## src/rtl/systolic_edge_feeder_pkg.sv

```systemverilog
// Shared types and defaults for the systolic edge feeder.
// Imported by the feeder top and its bench.
package systolic_pkg;

  localparam int DEF_REG_WIDTH = 16;
  localparam int DEF_VECTOR    = 2;
  localparam int DEF_ROWS      = 4;
  localparam int DEF_KW        = 8;

  typedef logic [DEF_REG_WIDTH-1:0] lane_t;

  typedef enum logic [1:0] {
    IDLE  = 2'd0,
    FEED  = 2'd1,
    FLUSH = 2'd2,
    DONE  = 2'd3
  } feeder_state_t;

endpackage

```

## src/rtl/systolic_edge_feeder_if.sv

```systemverilog
// Beat stream, control and array-edge bundle of the feeder.
// master = tile buffer / controller side, slave = feeder.
interface systolic_edge_feeder_if #(
  parameter int REG_WIDTH = 16,
  parameter int VECTOR    = 2,
  parameter int ROWS      = 4,
  parameter int KW        = 8
);
  localparam int DW = ROWS * VECTOR * REG_WIDTH;

  logic          start;
  logic [KW-1:0] k_len;
  logic          adv;
  logic          in_valid;
  logic          in_ready;
  logic [DW-1:0] in_data;
  logic [DW-1:0] out_data;
  logic          busy;
  logic          done;
  logic          underrun;

  modport master (
    output start, k_len, adv, in_valid, in_data,
    input  in_ready, out_data, busy, done, underrun
  );

  modport slave (
    input  start, k_len, adv, in_valid, in_data,
    output in_ready, out_data, busy, done, underrun
  );

endinterface

```

## src/rtl/systolic_edge_feeder_skew.sv

```systemverilog
// adv-enabled register chain with synchronous clear.
// One instance per array row; DEPTH sets that row's skew.
module skew_delay_line #(
  parameter int WIDTH = 32,
  parameter int DEPTH = 1
) (
  input  logic             clk,
  input  logic             rst_n,
  input  logic             adv,
  input  logic [WIDTH-1:0] d,
  output logic [WIDTH-1:0] q
);

  logic [WIDTH-1:0] stage [DEPTH];

  always_ff @(posedge clk) begin
    if (!rst_n) begin
      for (int i = 0; i < DEPTH; i++)
        stage[i] <= '0;
    end else if (adv) begin
      stage[0] <= d;
      for (int i = 1; i < DEPTH; i++)
        stage[i] <= stage[i-1];
    end
  end

  assign q = stage[DEPTH-1];

endmodule

```

## src/rtl/systolic_edge_feeder.sv

```systemverilog
// Skews tile beats onto a systolic array edge:
// row r lags row 0 by r advance steps, then flushes zeros.
module systolic_edge_feeder
  import systolic_pkg::*;
#(
  parameter int REG_WIDTH = DEF_REG_WIDTH,
  parameter int VECTOR    = DEF_VECTOR,
  parameter int ROWS      = DEF_ROWS,
  parameter int KW        = DEF_KW
) (
  input logic clk,
  input logic rst_n,
  systolic_edge_feeder_if.slave bus
);

  localparam int RW = VECTOR * REG_WIDTH;
  localparam int DW = ROWS * RW;
  localparam int FW = (ROWS > 1) ? $clog2(ROWS) : 1;
  localparam logic [FW-1:0] FLAST =
    FW'((ROWS > 1) ? ROWS - 2 : 0);

  feeder_state_t state, nxt;
  logic [KW-1:0] klen_q;
  logic [KW-1:0] beat_cnt;
  logic [FW-1:0] flush_cnt;
  logic          und_q;
  logic          feed;
  logic          accept;
  logic          last_beat;
  logic [DW-1:0] push;
  logic [DW-1:0] out_w;

  assign feed      = (state == FEED);
  assign accept    = feed && bus.adv && bus.in_valid;
  assign last_beat = (beat_cnt == klen_q - KW'(1));
  // Only live beats enter; bubbles and all other states shift in zeros.
  assign push      = (feed && bus.in_valid) ? bus.in_data : '0;

  always_comb begin
    nxt = state;
    unique case (state)
      IDLE: begin
        if (bus.start)
          nxt = (bus.k_len == '0) ? DONE : FEED;
      end
      FEED: begin
        if (accept && last_beat)
          nxt = (ROWS == 1) ? DONE : FLUSH;
      end
      FLUSH: begin
        if (bus.adv && flush_cnt == FLAST)
          nxt = DONE;
      end
      DONE: nxt = IDLE;
    endcase
  end

  always_ff @(posedge clk) begin
    if (!rst_n) begin
      state     <= IDLE;
      klen_q    <= '0;
      beat_cnt  <= '0;
      flush_cnt <= '0;
      und_q     <= 1'b0;
    end else begin
      state <= nxt;
      und_q <= feed && bus.adv && !bus.in_valid;
      if (state == IDLE && bus.start) begin
        klen_q   <= bus.k_len;
        beat_cnt <= '0;
      end else if (accept) begin
        beat_cnt <= beat_cnt + KW'(1);
      end
      if (feed)
        flush_cnt <= '0;
      else if (state == FLUSH && bus.adv)
        flush_cnt <= flush_cnt + FW'(1);
    end
  end

  for (genvar r = 0; r < ROWS; r++) begin : g_row
    skew_delay_line #(
      .WIDTH (RW),
      .DEPTH (r + 1)
    ) u_line (
      .clk   (clk),
      .rst_n (rst_n),
      .adv   (bus.adv),
      .d     (push[r*RW +: RW]),
      .q     (out_w[r*RW +: RW])
    );
  end

  assign bus.out_data = out_w;
  assign bus.in_ready = feed && bus.adv;
  assign bus.busy     = (state == FEED) || (state == FLUSH);
  assign bus.done     = (state == DONE);
  assign bus.underrun = und_q;

endmodule
```

## src/flat_wrapper.sv

```systemverilog
// flat-port wrapper written by rule: the top's interface ports become plain ports
module systolic_edge_feeder_flat import systolic_pkg::*;
#(
  parameter int REG_WIDTH = DEF_REG_WIDTH,
  parameter int VECTOR    = DEF_VECTOR,
  parameter int ROWS      = DEF_ROWS,
  parameter int KW        = DEF_KW
)
  (clk, rst_n, bus_start, bus_k_len, bus_adv, bus_in_valid, bus_in_data, bus_in_ready, bus_out_data, bus_busy, bus_done, bus_underrun);
  systolic_edge_feeder_if #(.REG_WIDTH(REG_WIDTH), .VECTOR(VECTOR), .ROWS(ROWS), .KW(KW)) bus_i ();
  input logic clk;
  input logic rst_n;
  input wire logic [$bits(bus_i.start)-1:0] bus_start;
  input wire logic [$bits(bus_i.k_len)-1:0] bus_k_len;
  input wire logic [$bits(bus_i.adv)-1:0] bus_adv;
  input wire logic [$bits(bus_i.in_valid)-1:0] bus_in_valid;
  input wire logic [$bits(bus_i.in_data)-1:0] bus_in_data;
  output wire logic [$bits(bus_i.in_ready)-1:0] bus_in_ready;
  output wire logic [$bits(bus_i.out_data)-1:0] bus_out_data;
  output wire logic [$bits(bus_i.busy)-1:0] bus_busy;
  output wire logic [$bits(bus_i.done)-1:0] bus_done;
  output wire logic [$bits(bus_i.underrun)-1:0] bus_underrun;
  assign bus_i.start = bus_start;
  assign bus_i.k_len = bus_k_len;
  assign bus_i.adv = bus_adv;
  assign bus_i.in_valid = bus_in_valid;
  assign bus_i.in_data = bus_in_data;
  assign bus_in_ready = bus_i.in_ready;
  assign bus_out_data = bus_i.out_data;
  assign bus_busy = bus_i.busy;
  assign bus_done = bus_i.done;
  assign bus_underrun = bus_i.underrun;
  systolic_edge_feeder #(.REG_WIDTH(REG_WIDTH), .VECTOR(VECTOR), .ROWS(ROWS), .KW(KW)) u_core (.clk(clk), .rst_n(rst_n), .bus(bus_i));
endmodule
```

## config.mk

```make
export PLATFORM = sky130hd
export DESIGN_NAME = systolic_edge_feeder_flat
export DESIGN_NICKNAME = d
export VERILOG_FILES = /design/src/rtl/systolic_edge_feeder_pkg.sv /design/src/rtl/systolic_edge_feeder_if.sv /design/src/rtl/systolic_edge_feeder_skew.sv /design/src/rtl/systolic_edge_feeder.sv /design/src/flat_wrapper.sv
export SDC_FILE = /design/constraint.sdc
export NUM_CORES = 1
export LEC_CHECK = 0
export CAP_MARGIN = 10
export CORE_ASPECT_RATIO = 1.5
export CORE_MARGIN = 5
export CORE_UTILIZATION = 52
export DETAILED_ROUTE_END_ITERATION = 6
export PLACE_DENSITY = 0.81
export SLEW_MARGIN = 20
export SYNTH_ARGS = -nofsm -noshare
export SYNTH_HDL_FRONTEND = slang
export SYNTH_SLANG_ARGS = --single-unit
export TNS_END_PERCENT = 100
```

## constraint.sdc

```tcl
create_clock -name clk -period 14.7 [get_ports clk]
set_input_delay 3.675 -clock clk [delete_from_list [all_inputs] [get_ports clk]]
set_output_delay 3.675 -clock clk [all_outputs]
set_load 0.005 [all_outputs]
```

== After elaboration in Yosys (flattened, before gate mapping) ==
Memory sizes are Yosys's and may differ from the RTL's.
Index checks and enable logic that the tools add are counted.
W data, S select, Z words.
Word-level totals
  flip-flop bits (word level): 21
  RAM bits: 320
  input bits: 141
  output and inout bits: 132
  word-level logic and storage cells: 67
  memories kept: 4
Cells by class
  add/subtract/negate cells: 3
  eq/ne operators: 8
  mux-type cells: 21
  bitwise gates (word level): 10
  reduce and logical (&&, ||, !) cells: 16
Memories
  u_core.g_row[3].u_line.stage: depth 4, width 32, read ports 4, clocked after Yosys merged registers in 0, write ports 4, line systolic_edge_feeder_skew.sv:14  | logic [WIDTH-1:0] stage [DEPTH];
  u_core.g_row[2].u_line.stage: depth 3, width 32, read ports 3, clocked after Yosys merged registers in 0, write ports 3, line systolic_edge_feeder_skew.sv:14
  u_core.g_row[1].u_line.stage: depth 2, width 32, read ports 2, clocked after Yosys merged registers in 0, write ports 2, line systolic_edge_feeder_skew.sv:14
  u_core.g_row[0].u_line.stage: depth 1, width 32, read ports 1, clocked after Yosys merged registers in 0, write ports 1, line systolic_edge_feeder_skew.sv:14
Operators by type and width (count)
  $mux W32: 10
  $mux W128: 1
  $reduce_or A32 Y1: 1
  $or A1 B1 Y1: 9
  $add A8 B1 Y8 const B: 1
  $eq A8 B8 Y1: 1
  $logic_and A1 B1 Y1: 8
  $logic_not A8 Y1: 1
  $mux W2: 4
  $pmux W2 S4: 1
  $sub A8 B1 Y8 const B: 1
  $eq A2 B2 Y1 const B: 3
  $mux W1: 5
  $ne A2 B2 Y1 const B: 2
  $reduce_or A2 Y1: 2
  $reduce_and A3 Y1: 1
  $add A2 B1 Y2 const B: 1
  $eq A2 B1 Y1 const B: 1
  $logic_not A2 Y1: 1
  $ne A2 B1 Y1 const B: 1
  $logic_not A1 Y1: 1
  $logic_or A1 B1 Y1: 1
  $not A1 Y1: 1

== Longest topological paths before layout ==
  depth in word-level cells: 6
  depth in mapped cells: 8
  depth with buffers taken out: 8

== By module ==
From an unflattened synthesis, not the netlist that was laid out.
Second synthesis, totals
  cell total of the unflattened synthesis: 1083
  area, all modules: 14879.3 um^2
By module, submodules not included
  skew_delay_line at u_core.g_row[3].u_line: instances 1, cells an instance 285, area an instance 4862.2 um^2
  skew_delay_line at u_core.g_row[2].u_line: instances 1, cells an instance 245, area an instance 3943.8 um^2
  skew_delay_line at u_core.g_row[1].u_line: instances 1, cells an instance 175, area an instance 2671.3 um^2
  systolic_edge_feeder: instances 1, cells an instance 307, area an instance 2163.3 um^2
  skew_delay_line at u_core.g_row[0].u_line: instances 1, cells an instance 71, area an instance 1238.7 um^2

== Least setup slack after synthesis ==
No wires, ideal clock.
  path kind: input-to-reg
  from: input port bus_adv
  to: memory u_core.g_row[0].u_line.stage[0][0] (enable)
  library setup time: 0.741 ns
  arrival time: 11.873 ns
  required time: 13.959 ns
  slack: 2.086 ns
  stages: 3
  path buffers: 2
  cell sequence: clkbuf_1 -> buf_2 -> nand2b_1
Between the ends
  longest elaborated chain between the ends: 5
Ends and longest elaborated chain
  from (decl): line flat_wrapper.sv:15  | input wire logic [$bits(bus_i.adv)-1:0] bus_adv;
  $mux W1 (*): line systolic_edge_feeder_skew.sv:20  | end else if (adv) begin
  $mux W1 (*): line systolic_edge_feeder_skew.sv:17  | if (!rst_n) begin
  $mux W1 (implied by the code) (*): line systolic_edge_feeder_skew.sv:21  | stage[0] <= d;
  $reduce_or A32 Y1 (no source line)
  $mux W1 (no source line) (*)
  to (decl): line systolic_edge_feeder_skew.sv:14
Mark *: on every way between the ends. The rest lies on a longest branch, timed or not.

== Worst setup path after layout ==
  from: input port bus_adv
  to: output port bus_in_ready
Between the ends
  longest elaborated chain between the ends: 1
Ends and longest elaborated chain
  $logic_and A1 B1 Y1: line systolic_edge_feeder.sv:95  | assign bus.in_ready = feed && bus.adv;
  to (decl): line flat_wrapper.sv:18  | output wire logic [$bits(bus_i.in_ready)-1:0] bus_in_ready;
No other way between the ends.

==> flow_summary.yaml <==
outcome:
  status: "finished clean"
die:
  fp.dieW_microns: 142
  rows: 72
  initial_core_util_pct: 52.6
  die_y_microns: 208
  die_area_sq_mm: 0.0295
  core_sq_mm: 0.0258
  ios: 273
cts:
  clkLatencyLatePin_ns: 0.54
  cts_htree_levels: 1
  cts_buffers: 31
  post_cts_resized: 0
  cts_max_path_buffers: 3
  clkSinkCount: 341
  cts_setup_buffers: 0
  hold_buffers: 0
  path_clk_slew_ns: 0.06
  cts_tree: "done"
  cts-root-buf: "clkbuf_16"
timing:
  max_slew_margin_pct: 29.4
  finalSetupTns_ns: 0
  timing.final.hold_violations: 0
  post-route-period-util_pct: 57.7
  min_period_ns: 8.49
  worst_slew_pin_slew_ns: 1.06
  finalMaxSlewViolations: 0
  setup_viol: 0
  timing.fmax_ghz: 0.118
  rsz0062_at_grt: "false"
  finClkSkew_ns: 0.0166
critical_path:
  cp-start-kind: "input port"
  path_class: "in2out"
  crit_path_end_kind: "output port"
  worst_ep_required_time_ns: 11.02
  critPathMaxFanout: 66
  arrival_ns: 4.81
synthesis:
  synth.most_common_cell: "edfxtp_1"
  synth_top_area_share_pct: 70.8
  synthAdderAreaFrac_pct: 0.738
  synthArstFlopShare_pct: 0
  postSynthCellCount: 907
  synth_compound_area_share_pct: 1.51
  ys.flop_type: "edfxtp_1"
  synth_edf_count: 320
  syn_area_sq_mm: 0.0136
  ys.warnings.count: 0
  post_synth_xor_area_fraction_pct: 1.10
  synthMuxAreaShare_pct: 0.0738
  synth_cell_types: 36
  synth_top_family_by_area: "simple AND/OR/NAND/NOR gates"
  postSynthAreaPerCell_sq_um: 15.0
  synth.area.top_cells: "edfxtp_1 71%, and3_1 9.0%, and2_1 5.9%, buf_4 3.7%, dfxtp_1 3.1%"
  ys_seq_area_share_pct: 73.9
  syn-num-nets: 1056
  yosys-top-cells-count: "320 x edfxtp_1, 195 x and3_1, 129 x and2_1"
  yosys.area.top_type: "edfxtp_1"
  synthSimpleGateAreaFrac_pct: 17.1
  synth_seq_cells: 341
job:
  max-cap-violations: 0
route:
  vias: 7272
  ant_nets: 0
  drtIter0Drc: 371
  wl_per_cell_microns: 16.9
  via_per_inst: 5.02
  drt_wl_total_microns: 24500
  drc: 0
  drt_first_pass_iters: 4
layout:
  fillerInstances: 1839
  fin_util_pct: 66.0
  nets: 1240
  drive_above_1_share_pct: 5.12
  register_area_sq_mm: 0.0100
  multiInputGateArea_sq_mm: 0.00280
  final_area_sq_mm: 0.0170
  final_cells: 1449
  syn2layout_area_growth_pct: 25.4
grt:
  track_usage_pct: 16.1
  first_global_vias: 7369
  overflow: 0
  antenna_found_initial: 2
  grt_max_degree: 169
  grt_pass1_wl_microns: 38600
power_and_ir_drop:
  p_int_uw: 1680
  p_sw_uw: 450
  power_frac_seq_pct: 54.0
  power_frac_clock_pct: 35.7
  combPwrFrac_pct: 10.3
  leakagePower_uw: 0.00706
  netSwitchingFraction_pct: 21.1
  vdd_ir_drop_max_mv: 0.0934
  powerDensity_mw_per_mm2: 125
  p_total_uw: 2130
hold_path:
  hp-class: "reg2reg"
placed_design:
  place_congestion: 0.842
  io_buffers: 272
  placed_area_sq_mm: 0.0160
  dpl.hpwl_microns: 15600
  place_inst: 1391
-- power groups by stage --
stage	Clock, uW	Combinational, uW	Sequential, uW
floorplan	0	122	1180
global placement	0	215	1170
detailed placement	0	222	1170
CTS	781	224	1150
global route	821	240	1160
finish	761	220	1150
-- through the flow --
step	hold slack [ns]	setup slack, ns
after detailed placement	0.510	6.19
after global routing	0.553	6.14
after floorplan	0.463	2.09
final	0.533	6.21
after CTS	0.531	6.19
after global placement	0.486	6.21
-- flip-flops by register name (all words and copies together) (netlist names) --
signal                     flops
u_core.beat_cnt                8
u_core.g_row.u_line.stage    320
u_core.bus.underrun            1
u_core.klen_q                  8
u_core.state                   2
u_core.flush_cnt               2
-- metal layers --
layer  global-route usage (%)  share of wire [%]  routed length (microns)
met1                     18.4                 37                     8990
met2                     27.8                 51                    12600
met3                     4.93                8.3                     2040
met4                     6.92                3.8                      928
met5                        0                  0                        0
-- cells by family after synthesis --
kind of cell / Yosys count
mux: 1
compound gates: 28
simple gates: 381
xor+xnor: 14
flops: 341
buf+inv: 134
fa+ha+maj: 8
-- worst max-delay path, stage by stage --
cell and delay (ns):
buf_4 0.40, and2_1 0.22, clkdlybuf4s50_1 0.51
-- final timing paths --
check	slack, ns	endpoint	cells past startpoint	startpoint
setup / recovery	6.21	bus_in_ready	3	bus_adv
setup reg to reg	12.37	u_core.state[1]	6	u_core.klen_q[0]
hold reg to reg	0.53	u_core.klen_q[1]	2	u_core.klen_q[1]
hold / removal	0.53	u_core.klen_q[1]	2	u_core.klen_q[1]
-- layout make-up --
cell class	count	area share, %
Antenna cell	2	0.0294
Clock buffer	35	4.65
Clock inverter	21	1.02
Inverter	8	0.177
Multi-Input combinational cell	432	16.4
Sequential cell	341	59.0
Tap cell	333	2.45
Timing Repair Buffer	277	16.3
-- cells in the final DEF (no fill, tap or decap), drive strengths merged --
cell             n
o211a            1
o41ai            1
diode            2
a211oi           2
clkinv          18
edfxtp         320
bufinv           3
a311oi           3
clkinvlp         1
nor2            12
nand4            4
or3b             1
xor2             7
nor3             1
o2111a           1
nand2           16
a21oi           14
clkbuf          35
dfxtp           21
buf              7
a221oi           1
o21ai            4
and2           129
and3           195
nor4             1
ha               8
nand2b           6
mux2i            1
nand3           10
or4              3
or3              2
o311a            1
xnor2            7
clkdlybuf4s50  270
inv              7
nand3b           1
(Power assumes the default switching activity.)
